### config.mk
export PLATFORM = sky130hd
export DESIGN_NAME = game_controller
export DESIGN_NICKNAME = d
export VERILOG_FILES = /design/src/rtl/game_controller_pkg.sv /design/src/rtl/game_controller_cursor_ctrl.sv /design/src/rtl/game_controller.sv
export SDC_FILE = /design/constraint.sdc
export NUM_CORES = 1
export LEC_CHECK = 0
export CORE_MARGIN = 4
export CORE_UTILIZATION = 43
export CTS_CLUSTER_SIZE = 28
export DETAILED_ROUTE_END_ITERATION = 10
export DONT_BUFFER_PORTS = 1
export SKIP_LAST_GASP = 1
export SYNTH_ARGS = -nofsm -noshare
export SYNTH_HDL_FRONTEND = slang
export SYNTH_HIERARCHICAL = 1
export SYNTH_SLANG_ARGS = --single-unit
export TNS_END_PERCENT = 30
### constraint.sdc
create_clock -name clk -period 2.64 [get_ports clk]
set_input_delay 0.528 -clock clk [delete_from_list [all_inputs] [get_ports clk]]
set_output_delay 0.528 -clock clk [all_outputs]
set_load 0.01 [all_outputs]
### src/rtl/game_controller_pkg.sv
// Shared constants, state encoding and helpers for the game turn controller.
package game_controller_pkg;

    localparam logic       SIDE_RED       = 1'b0;
    localparam logic       SIDE_GREEN     = 1'b1;

    localparam logic [1:0] JUDGER_INVALID = 2'b00;
    localparam logic [1:0] JUDGER_VALID   = 2'b01;
    localparam logic [1:0] JUDGER_WIN     = 2'b10;

    localparam logic [1:0] CELL_EMPTY     = 2'b00;
    localparam logic [1:0] CELL_RED       = 2'b10;
    localparam logic [1:0] CELL_GREEN     = 2'b01;

    typedef enum logic [2:0] {
        S_CLEAR = 3'd0,
        S_PLAY  = 3'd1,
        S_JUDGE = 3'd2,
        S_WRITE = 3'd3,
        S_OVER  = 3'd4
    } state_t;

    // Board-memory code for a piece of the given side.
    function automatic logic [1:0] side_cell(input logic side);
        return (side == SIDE_GREEN) ? CELL_GREEN : CELL_RED;
    endfunction

endpackage

### src/rtl/game_controller_cursor_ctrl.sv
// Wrap-around 8x8 cursor; opposing keys on the same axis cancel.
module cursor_ctrl #(
    parameter logic [5:0] CURSOR_INIT = 6'd27
) (
    input  logic       clk,
    input  logic       rst_n,
    input  logic       load_init,
    input  logic       move_en,
    input  logic       key_up,
    input  logic       key_down,
    input  logic       key_left,
    input  logic       key_right,
    output logic [5:0] pos
);

    logic [2:0] x_next;
    logic [2:0] y_next;

    // Next coordinates: 3-bit arithmetic gives the mod-8 wrap for free.
    always_comb begin
        // NOTE: every signal assigned here gets a default first, so no path leaves it unassigned and no latch is inferred.
        x_next = pos[2:0];
        y_next = pos[5:3];
        if (move_en) begin
            if (key_right && !key_left)      x_next = pos[2:0] + 3'd1;
            else if (key_left && !key_right) x_next = pos[2:0] - 3'd1;
            if (key_down && !key_up)         y_next = pos[5:3] + 3'd1;
            else if (key_up && !key_down)    y_next = pos[5:3] - 3'd1;
        end
    end

    // Cursor register; restart reloads the centre position.
    always_ff @(posedge clk or negedge rst_n) begin
        // NOTE: state registers use non-blocking assignments so every flop samples pre-edge values.
        if (!rst_n)         pos <= CURSOR_INIT;
        else if (load_init) pos <= CURSOR_INIT;
        else                pos <= {y_next, x_next};
    end

endmodule

### src/rtl/game_controller.sv
// Turn-level controller: board clear, cursor, judge and memory-write handshakes.
module game_controller
    import game_controller_pkg::*;
#(
    parameter int         BOARD_CELLS = 64,
    parameter logic [5:0] CURSOR_INIT = 6'd27
) (
    input  logic       clk,
    input  logic       rst_n,
    input  logic       key_up,
    input  logic       key_down,
    input  logic       key_left,
    input  logic       key_right,
    input  logic       key_place,
    input  logic       key_restart,
    output logic       judge_en,
    output logic       judge_color,
    output logic [5:0] judge_pos,
    input  logic [1:0] judge_result,
    input  logic       judge_done,
    output logic       mem_wr_en,
    output logic [5:0] mem_wr_addr,
    output logic [1:0] mem_wr_data,
    input  logic       mem_wr_ack,
    output logic [5:0] cursor_pos,
    output logic       cur_side,
    output logic [6:0] step_count,
    output logic       game_over,
    output logic [1:0] winner
);

    localparam logic [5:0] CLEAR_LAST = 6'(BOARD_CELLS - 1);
    localparam logic [6:0] CELLS_W    = 7'(BOARD_CELLS);

    state_t     state, state_next;
    logic [5:0] clr_addr, clr_addr_next;
    logic       judge_win, judge_win_next;
    logic       restart_pending, restart_pending_next;
    logic       judge_en_next, mem_wr_en_next, judge_color_next, cur_side_next, game_over_next;
    logic [5:0] judge_pos_next;
    logic [6:0] step_count_next;
    logic [1:0] winner_next;
    logic       cursor_load, cursor_move, go_clear;

    cursor_ctrl #(.CURSOR_INIT(CURSOR_INIT)) u_cursor (
        .clk       (clk),
        .rst_n     (rst_n),
        .load_init (cursor_load),
        .move_en   (cursor_move),
        .key_up    (key_up),
        .key_down  (key_down),
        .key_left  (key_left),
        .key_right (key_right),
        .pos       (cursor_pos)
    );

    // The clear loop owns the write port in S_CLEAR; otherwise it carries the judged move.
    assign mem_wr_addr = (state == S_CLEAR) ? clr_addr : judge_pos;
    assign mem_wr_data = (state == S_CLEAR) ? CELL_EMPTY : side_cell(judge_color);

    // Next-state and next-register logic for the turn FSM.
    always_comb begin
        state_next           = state;
        clr_addr_next        = clr_addr;
        judge_en_next        = judge_en;
        mem_wr_en_next       = mem_wr_en;
        judge_pos_next       = judge_pos;
        judge_color_next     = judge_color;
        judge_win_next       = judge_win;
        restart_pending_next = restart_pending;
        cur_side_next        = cur_side;
        step_count_next      = step_count;
        game_over_next       = game_over;
        winner_next          = winner;
        cursor_load          = 1'b0;
        cursor_move          = 1'b0;
        go_clear             = 1'b0;

        case (state)
            S_CLEAR: begin
                // One handshake per address, with a gap so each address is a separate request.
                if (!mem_wr_en) begin
                    mem_wr_en_next = 1'b1;
                end else if (mem_wr_ack) begin
                    mem_wr_en_next = 1'b0;
                    if (clr_addr == CLEAR_LAST) state_next = S_PLAY;
                    else                        clr_addr_next = clr_addr + 6'd1;
                end
            end
            S_PLAY: begin
                if (key_restart) begin
                    go_clear = 1'b1;
                end else begin
                    cursor_move = 1'b1;
                    // Place uses the pre-move cursor; a stale judge_done blocks a new request.
                    if (key_place && !judge_done) begin
                        judge_pos_next   = cursor_pos;
                        judge_color_next = cur_side;
                        judge_en_next    = 1'b1;
                        state_next       = S_JUDGE;
                    end
                end
            end
            S_JUDGE: begin
                if (key_restart) restart_pending_next = 1'b1;
                if (judge_en && judge_done) begin
                    judge_en_next  = 1'b0;
                    judge_win_next = (judge_result == JUDGER_WIN);
                    if (judge_result == JUDGER_VALID || judge_result == JUDGER_WIN) begin
                        // A legal move is always committed, even with a restart pending.
                        state_next     = S_WRITE;
                        mem_wr_en_next = 1'b1;
                    end else if (restart_pending || key_restart) begin
                        go_clear = 1'b1;
                    end else begin
                        state_next = S_PLAY;
                    end
                end
            end
            S_WRITE: begin
                if (key_restart) restart_pending_next = 1'b1;
                if (mem_wr_en && mem_wr_ack) begin
                    mem_wr_en_next  = 1'b0;
                    step_count_next = step_count + 7'd1;
                    if (restart_pending || key_restart) begin
                        go_clear = 1'b1;
                    end else if (judge_win) begin
                        state_next     = S_OVER;
                        game_over_next = 1'b1;
                        winner_next    = side_cell(judge_color);
                    end else if (step_count + 7'd1 == CELLS_W) begin
                        state_next     = S_OVER;
                        game_over_next = 1'b1;
                        winner_next    = CELL_EMPTY;
                    end else begin
                        cur_side_next = ~cur_side;
                        state_next    = S_PLAY;
                    end
                end
            end
            S_OVER: begin
                if (key_restart) go_clear = 1'b1;
            end
            default: state_next = S_CLEAR;
        endcase

        // Restart overrides whatever the state above chose.
        if (go_clear) begin
            state_next           = S_CLEAR;
            clr_addr_next        = 6'd0;
            judge_en_next        = 1'b0;
            mem_wr_en_next       = 1'b0;
            restart_pending_next = 1'b0;
            cur_side_next        = SIDE_RED;
            step_count_next      = 7'd0;
            game_over_next       = 1'b0;
            winner_next          = CELL_EMPTY;
            cursor_load          = 1'b1;
        end
    end

    // State and registered outputs; reset drops both request lines at once.
    always_ff @(posedge clk or negedge rst_n) begin
        if (!rst_n) begin
            state           <= S_CLEAR;
            clr_addr        <= 6'd0;
            judge_en        <= 1'b0;
            mem_wr_en       <= 1'b0;
            judge_pos       <= 6'd0;
            judge_color     <= SIDE_RED;
            judge_win       <= 1'b0;
            restart_pending <= 1'b0;
            cur_side        <= SIDE_RED;
            step_count      <= 7'd0;
            game_over       <= 1'b0;
            winner          <= CELL_EMPTY;
        end else begin
            state           <= state_next;
            clr_addr        <= clr_addr_next;
            judge_en        <= judge_en_next;
            mem_wr_en       <= mem_wr_en_next;
            judge_pos       <= judge_pos_next;
            judge_color     <= judge_color_next;
            judge_win       <= judge_win_next;
            restart_pending <= restart_pending_next;
            cur_side        <= cur_side_next;
            step_count      <= step_count_next;
            game_over       <= game_over_next;
            winner          <= winner_next;
        end
    end

endmodule

# Yosys cells after proc, flatten, opt, wreduce, memory -nomap -nowiden

Cells that the tools add are included.

Register bits: 37
Bits of input ports: 12
Output and inout port bits: 34
Word-level logic and storage cells: 161

$add $sub $neg: 6
Eq/ne operators: 23
Multiplexer cells: 74
Bitwise logic cells: 2
Reductions and logical operators: 42

Operator list:

| cell                | number |
|---|---|
| $mux 3              | 19 |
| $mux 6              | 7 |
| $mux 1              | 33 |
| $ne 3x3->1 const B  | 8 |
| $mux 7              | 3 |
| $mux 2              | 8 |
| $reduce_and 4->1    | 4 |
| $reduce_bool 2->1   | 8 |
| $pmux 3 s5          | 1 |
| $reduce_bool 3->1   | 4 |
| $reduce_and 10->1   | 1 |
| $reduce_and 2->1    | 5 |
| $ne 2x2->1 const B  | 4 |
| $add 7x1->7 const B | 1 |
| $eq 7x7->1 const B  | 1 |
| $logic_and 1x1->1   | 7 |
| $add 3x1->3 const B | 2 |
| $add 6x1->6 const B | 1 |
| $eq 3x2->1 const B  | 2 |
| $eq 6x6->1 const B  | 1 |
| $pmux 1 s3          | 2 |
| $sub 3x1->3 const B | 2 |
| $logic_not 1->1     | 5 |
| $reduce_and 5->1    | 1 |
| other kinds (14)    | 17 |

# Longest topological paths before layout

Gate-level depths: netlist of the first run.

Word-level depth: 8
Gate-level depth with buffers: 9

# By module

The synthesis of the first run kept the hierarchy.

By module, submodules not included:

| module          | instances | cells an instance | area an instance (um2) |
|---|---|---|---|
| game_controller | 1         | 170               | 1,724.2 |
| cursor_ctrl     | 1         | 38                | 400.4 |

# Least setup slack after synthesis of the first run

No wires, ideal clock.

Path type: input to register
From: in judge_result[0]
To: reg u_cursor.pos[5]
Setup time: 0.128 ns
Arrival: 2.191 ns
Slack: 0.321 ns
Cell stages on the path: 9
Cells stage by stage: inv_1 ha_1 nand2b_1 or4_1 o211ai_2 buf_2 buf_2 nor2_1 mux2_1

Word-level cells in the longest chain between the ends: 8

RTL lines:

| element                                                                        | line                              | source |
|---|---|---|
| start: declaration                                                             | game_controller.sv:19             | `input logic [1:0] judge_result,` |
| $eq 2x1->1 / $eq 2x2->1 (equally long branches)                                | game_controller.sv:109            | `if (judge_result == JUDGER_VALID \|\| judge_result == JUDGER_WIN) begin` |
| $logic_or 1x1->1 (*)                                                           | game_controller.sv:109            |  |
| $mux 1 (*)                                                                     | game_controller.sv:109            |  |
| $mux 1 (*)                                                                     | game_controller.sv:106            | `if (judge_en && judge_done) begin` |
| $pmux 1 s3 (*)                                                                 | game_controller.sv:79             | `case (state)` |
| $mux 1 (*)                                                                     | game_controller.sv:148            | `if (go_clear) begin` |
| via cursor_load                                                                | game_controller.sv:43             | `logic cursor_load, cursor_move, go_clear;` |
| $reduce_bool 3->1 (no source line) / $reduce_bool 2->1 (equally long branches) | -                                 |  |
| $reduce_and 2->1 (no source line)                                              | -                                 |  |
| end signal: assignment                                                         | game_controller_cursor_ctrl.sv:37 | `else pos <= {y_next, x_next};` |
| end: declaration                                                               | game_controller_cursor_ctrl.sv:13 | `output logic [5:0] pos` |

Mark *: on every way through the listed nets, which the timed path passes. The rest lies on a longest branch.
A chain may end at the register's enable or synchronous reset.

# Worst setup path in the final report of the first run

From: reg state[1]
To: out mem_wr_addr[0]

Word-level cells in the longest chain between the ends: 2

RTL lines:

| element                  | line                   | source |
|---|---|---|
| start: declaration       | game_controller.sv:35  | `state_t state, state_next;` |
| start signal: assignment | game_controller.sv:178 | `state <= state_next;` |
| $logic_not 3->1          | game_controller.sv:58  | `assign mem_wr_addr = (state == S_CLEAR) ? clr_addr : judge_pos;` |
| $mux 6                   | game_controller.sv:58  |  |
| end: declaration         | game_controller.sv:22  | `output logic [5:0] mem_wr_addr,` |

No other way between the ends.

==> results of run 1 <==
[timing repair]
action | CTS | global route
hold endpoints to repair | 33 | 0
resized for setup | 0 | 0
hold buffers | 1 | 0
buffers inserted | 0 | 0
setup endpoints to repair | 0 | 0
[cell type report]
| class | instances | area (sq um) |
|---|---|---|
| clock inverters | 1 | 30.0 |
| multi-input cells | 160 | 1140 |
| flip-flops and latches | 37 | 931 |
| well taps | 67 | 83.8 |
| repair buffers | 5 | 50.0 |
| fillers | 443 | 2410 |
| clock buffers | 7 | 86.3 |
| inverters | 5 | 18.8 |
[flip-flops by register name, summed over array words and instances, names as in the netlist]
name / count
game_over: 1
u_cursor/pos: 6
judge_pos: 6
winner: 2
judge_en: 1
state: 3
step_count: 7
judge_color: 1
cur_side: 1
restart_pending: 1
judge_win: 1
mem_wr_en: 1
clr_addr: 6
[layout by cell type, fill, tap and decap left out, types with 6 or more instances in the layout]
master	Yosys	routed
clkbuf_8	0	6
a21oi_1	7	7
nor2_1	30	30
nand2_1	15	15
xnor2_1	6	6
nand2b_1	7	7
o21ai_0	6	6
dfrtp_1	33	33
mux2_2	14	14
nand3_1	6	6
[power by group through the flow]
stage / logic [W] / registers [W] / clock network (W)
after global placement: 0.000815 / 0.00101 / 0
after floorplan: 0.000694 / 0.000942 / 0
after global routing: 0.000944 / 0.00103 / 0.000539
after CTS: 0.000846 / 0.000995 / 0.000520
final: 0.000835 / 0.000987 / 0.000503
after detailed placement: 0.000825 / 0.00100 / 0
[worst reg2reg max path, stage by stage, from the launching register on]
cell and delay [ns]:
dfrtp_1 0.53, and3b_1 0.30, nand2_1 0.19, o211ai_2 0.58, buf_4 0.37, nor2_1 0.08, mux2i_1 0.16
[Yosys cell counts, types with 6 or more instances]
| cell type | count |
|---|---|
| a21oi_1 | 7 |
| dfrtp_1 | 33 |
| mux2_2 | 14 |
| nand2_1 | 15 |
| nand2b_1 | 7 |
| nand3_1 | 6 |
| nor2_1 | 30 |
| o21ai_0 | 6 |
| xnor2_1 | 6 |
[per-stage QoR]
step | cells | area [sq um] | hold WS [ns] | setup WS [ns]
global route | 282 | 2340 | 0.0566 | 0.0900
floorplan | 208 | 2120 | 0.232 | 0.321
CTS | 282 | 2340 | 0.0641 | 0.187
detailed placement | 273 | 2200 | 0.234 | 0.369
finish | 282 | 2340 | 0.0657 | 0.230
global placement | 273 | 2200 | 0.233 | 0.413
[path summary, 6_finish.rpt]
check,from,depth (start not counted),endpoint
max,state[1],3,mem_wr_addr[0]
min,rst_n,1,game_over
max reg2reg,state[2],6,u_cursor/pos[1]
min reg2reg,restart_pending,2,restart_pending
max in group asynchronous,rst_n,1,mem_wr_en
min in group clk,key_restart,3,state[2]
[logic make-up after synthesis]
group | Yosys count | share of synthesized area, %
DFF | 37 | 43.8
muxes | 20 | 10.3
xor gates and xnor gates | 11 | 4.53
AOI/OAI and AO/OA | 37 | 13.3
and+or+nand+nor | 87 | 21.9
adders and majority gates | 5 | 3.65
buffers and inverters | 11 | 2.53
[routing by layer]
| metal | global-route usage, % | wire, microns | vias up |
|---|---|---|---|
| met2 | 25.4 | 2150 | 45 |
| met3 | 5.73 | 298 | 5 |
| met5 | 0 | 0 | - |
| met1 | 20.1 | 2080 | 768 |
| li1 | - | - | 751 |
| met4 | 5.24 | 46 | 0 |
==> out/summary.txt, run 1 <==
Crit path buffers/inverters: 1
Pint: 0.00143 W
Finish-stage setup viols: 0
Unique masters post-synth: 56
Async SR Flop Fraction: 100%
Synth Area per Inst: 10.2 sq um
largest net degree at the start of global routing: 34
run status: complete, no violations
Worst EP required: 2.11 ns
Routed WL: 4580 microns
Area Growth Syn to Fin: 10.1%
final core utilization: 49.2%
Slowest-stage cell, CP: nor3_4
crit-path leading delay family: simple AND/OR/NAND/NOR gates
Die Y: 78.3 microns
vias per cell: 5.56
drt pass-1 iters: 4
Sw Ratio: 38.5%
Clock Latency Late Sink: 0.29 ns
Synth area leaders: dfrtp_1, mux2_2, nor2_1
clk buf depth: 2
Startpoint Class: flip-flop
HP Class: in2async
sequential fraction of the synthesis area: 43.8%
Worst setup EP type: output pin
1st-iter DRT viols: 113
Max-slew headroom: 57.9%
die width: 78.3 microns
row cnt: 25
Synth Cell Area: 2120 sq um
CTS Buf Count: 5
RSZ-0062 raised after global routing: no
Die Area: 6130 sq um
total of max-cap violations: 0
ys flop type: dfrtp_1
Flop pwr share: 42.5%
gr ovfl total: 0
Final GP Congestion: 0.890
delay of the slowest critical-path stage: 0.51 ns
critical-path cell list: buf_4 -> nor3_4 -> mux2_2
GRT Total Usage: 15.9%
max-slew violation count: 0
Ys Warns: 6
DRC violations left: 0
Worst Path Arrival: 1.88 ns
number of flops mapped to enable cells by yosys: 0
dpl hpwl: 3230 microns
Final min period: 2.41 ns
Ports: 46
Vias: 1,569
Tot Pwr: 0.00232 W
fraction of layout cells with a size suffix above 1: 20.0%
FF+latch count, synth: 37
DR WL/cell: 16.3 microns
Net Sw Power: 0.000896 W
power share of the combinational group: 35.9%
final setup skew: 0.00880 ns
Clock Sinks: 37
Max Fclk: 415 MHz
Gate Count Post-Synth: 208
clk root buf: clkbuf_8
DRT antenna net count: 0
Initial Util: 44.7%
P per Cell Area: 994 nW/um^2
FF-to-FF setup slack: 0.37 ns
PortBufs: 0
Yosys top cell area share: 38.9%
crit share post-route: 91.3%
number of H-tree levels: 2
VDD IR max: 449 uV
Worst-Margin Slew: 0.629 ns
clock power share: 21.6%
Final #Nets: 231
Final Hold Vio Count: 0
static leakage power: 0.998 nW
Setup TNS: 0 ns
initial antenna violation count: 0
vias in the first global route: 1,521
Syn Nets: 225
Ant. Diodes: 0
Crit Path Category: reg2out
crit path max fanout: 10
largest area contributor in the netlist: dfrtp_1
Clk pin slew, worst setup/hold paths: 0.07 ns
CTS tree: built
first-pass GRT wire length: 7560 microns
core outline area: 4750 sq um
(Power assumes the default switching activity.)
==> run 2: changes to the inputs <==
--- a/config.mk
+++ b/config.mk
@@ -11,6 +11,7 @@
 export DETAILED_ROUTE_END_ITERATION = 10
 export DONT_BUFFER_PORTS = 1
 export SKIP_LAST_GASP = 1
+export SLEW_MARGIN = 20
 export SYNTH_ARGS = -nofsm -noshare
 export SYNTH_HDL_FRONTEND = slang
 export SYNTH_HIERARCHICAL = 1
==> results of run 2 <==
Same layout as run 1: the final DEF is identical, and so are final timing and power.
==> run 3: changes to the inputs <==
--- a/config.mk
+++ b/config.mk
@@ -10,10 +10,10 @@
 export CTS_CLUSTER_SIZE = 28
 export DETAILED_ROUTE_END_ITERATION = 10
 export DONT_BUFFER_PORTS = 1
+export GPL_ROUTABILITY_DRIVEN = 0
 export SKIP_LAST_GASP = 1
 export SLEW_MARGIN = 20
 export SYNTH_ARGS = -nofsm -noshare
 export SYNTH_HDL_FRONTEND = slang
-export SYNTH_HIERARCHICAL = 1
 export SYNTH_SLANG_ARGS = --single-unit
 export TNS_END_PERCENT = 30
==> run 3 against run 2 <==
Compared with the run above:
- register-to-register slack better by 0.12 ns
- critical path depth is 1 higher
- via count is 1.8% higher
- worst setup slack better by 0.16 ns
- non-clock buffer count is 2 higher
- combinational power is 12% higher
- routed wire length is 4.3% higher
- largest cell class unchanged
- largest power group unchanged
==> out/summary.txt, run 3 <==
number of H-tree levels: 2
static leakage power: 1.06 nW
Startpoint Class: flip-flop
sequential fraction of the synthesis area: 43.2%
Final WS setup: 0.386 ns
Yosys top cell area share: 38.3%
HP Class: in2async
ys flop type: dfrtp_1
VDD IR max: 564 uV
fraction of layout cells with a size suffix above 1: 17.3%
Max Fclk: 444 MHz
commonest non-fill, non-tap cell in the layout: dfrtp_1
CTS tree: built
die width: 78.8 microns
count leader, synth: dfrtp_1
Ant. Diodes: 0
Synth area leaders: dfrtp_1, mux2_2, xor2_1
total of max-cap violations: 0
critical-path cell list: buf_4 -> nor3_2 -> buf_4 -> mux2_2
CTS Buf Count: 5
1st-iter DRT viols: 85
first-pass GRT wire length: 8290 microns
row cnt: 25
Synth Cell Area: 2160 sq um
CP most frequent cell: buf_4
Initial Util: 45.0%
Crit Path Category: reg2out
final setup skew: 0.00518 ns
gr ovfl total: 0
Unique masters post-synth: 56
DRC violations left: 0
# placed instances: 283
Worst-Margin Slew: 0.655 ns
Final #Nets: 241
Tot Pwr: 0.00248 W
Final min period: 2.25 ns
Clock Latency Late Sink: 0.29 ns
largest area contributor in the netlist: dfrtp_1
cts repair resizes: 0
crit path max fanout: 10
P per Cell Area: 1040 nW/um^2
Hold WS: 0.0661 ns
core outline area: 4790 sq um
drt pass-1 iters: 4
Gate Count Post-Synth: 217
largest net degree at the start of global routing: 34
Slowest-stage cell, CP: dfrtp_1
number of flops mapped to enable cells by yosys: 0
Largest register FFs: 7
Ys Warns: 0
Routed WL: 4780 microns
RSZ-0062 raised after global routing: no
Worst EP required: 2.11 ns
Setup TNS: 0 ns
max-slew violation count: 0
Async SR Flop Fraction: 100%
post-CTS setup buffers: 0
delay of the slowest critical-path stage: 0.48 ns
DRT antenna net count: 0
Clk pin slew, worst setup/hold paths: 0.07 ns
Net Sw Power: 0.000994 W
highest-count cells in the layout ignoring fill and taps: dfrtp_1, nor2_1, nand2_1
PortBufs: 0
Synth Area per Inst: 9.93 sq um
Finished Layout Cells: 292
Max-slew headroom: 55.9%
initial antenna violation count: 0
Pint: 0.00148 W
Finish-stage setup viols: 0
Largest Register: step_count
top cells by count, synth: dfrtp_1, nor2_1, nand2_1
Die Area: 6210 sq um
Syn Nets: 234
Setup WS pre-CTS: 0.135 ns
vias per cell: 5.47
vias in the first global route: 1,611
dpl hpwl: 3510 microns
Final Hold Vio Count: 0
Flop pwr share: 41.9%
DR WL/cell: 16.4 microns
Worst Path Arrival: 1.73 ns
Clock Sinks: 37
power share of the combinational group: 37.6%
Ports: 46
Worst setup EP type: output pin
FF+latch count, synth: 37
Vias: 1,598
clk buf depth: 2
Area Growth Syn to Fin: 10.7%
clk root buf: clkbuf_8
clock power share: 20.5%
crit share post-route: 85.4%
GRT Total Usage: 16.9%
Sw Ratio: 40.1%
Die Y: 78.8 microns
run status: complete, no violations
run 3: logic make-up after synthesis:
group	Yosys count	synth area share [%]
simple gates	87	21.6
compound gates	39	12.9
flops	37	43.2
xor+xnor	19	7.72
buf+inv	15	3.13
mux	15	7.78
fa+ha+maj	5	3.60
run 3: layout make-up:
| type | count | area, sq um |
|---|---|---|
| fillers | 459 | 2400 |
| multi-input cells | 165 | 1160 |
| flip-flops and latches | 37 | 931 |
| well taps | 67 | 83.8 |
| clock buffers | 6 | 82.6 |
| repair buffers | 7 | 65.1 |
| clock inverters | 2 | 37.5 |
| inverters | 8 | 30.0 |
run 3: power groups by stage:
| stage | Clock, W | Combinational [W] | Sequential, W |
|---|---|---|---|
| floorplan | 0 | 0.000774 | 0.000942 |
| global placement | 0 | 0.000909 | 0.00105 |
| detailed placement | 0 | 0.000920 | 0.00105 |
| CTS | 0.000529 | 0.000938 | 0.00104 |
| global route | 0.000564 | 0.00104 | 0.00107 |
| finish | 0.000507 | 0.000932 | 0.00104 |
run 3: what timing repair did:
| item | 4_1_cts | 5_1_grt |
|---|---|---|
| endpoints found under the setup margin | 0 | 0 |
| endpoints found under the hold margin | 33 | 0 |
| hold buffers | 1 | 0 |
run 3: per-layer routing:
metal | track usage [%] | up-vias | part of all wire [%]
li1 | - | 781 | -
met3 | 5.56 | 5 | 5.6
met5 | 0 | - | 0
met4 | 5.42 | 0 | 0.65
met2 | 25.2 | 37 | 46
met1 | 23.3 | 775 | 48
run 3: worst paths after layout:
kind,from,end,slack (ns),cells past startpoint
setup / recovery,state[1],mem_wr_addr[3],0.39,4
min in group clk,key_restart,restart_pending,0.41,2
hold / removal,rst_n,judge_en,0.07,1
max in group asynchronous,rst_n,step_count[6],2.39,1
hold reg to reg,restart_pending,restart_pending,0.56,2
setup reg to reg,state[2],judge_pos[5],0.49,5
run 3: critical path: cells and delay by family, from the launching register on:
family        cells  cell delay [ns]
buf+inv           2             0.41
flops             1             0.48
simple gates      1             0.16
mux               1             0.38
run 3: metrics by stage:
step	util (%)	instance area, sq um
after floorplan	-	2160
after global placement	47.0	2250
after detailed placement	47.0	2250
after CTS	49.9	2390
after global routing	49.9	2390
final	49.9	2390
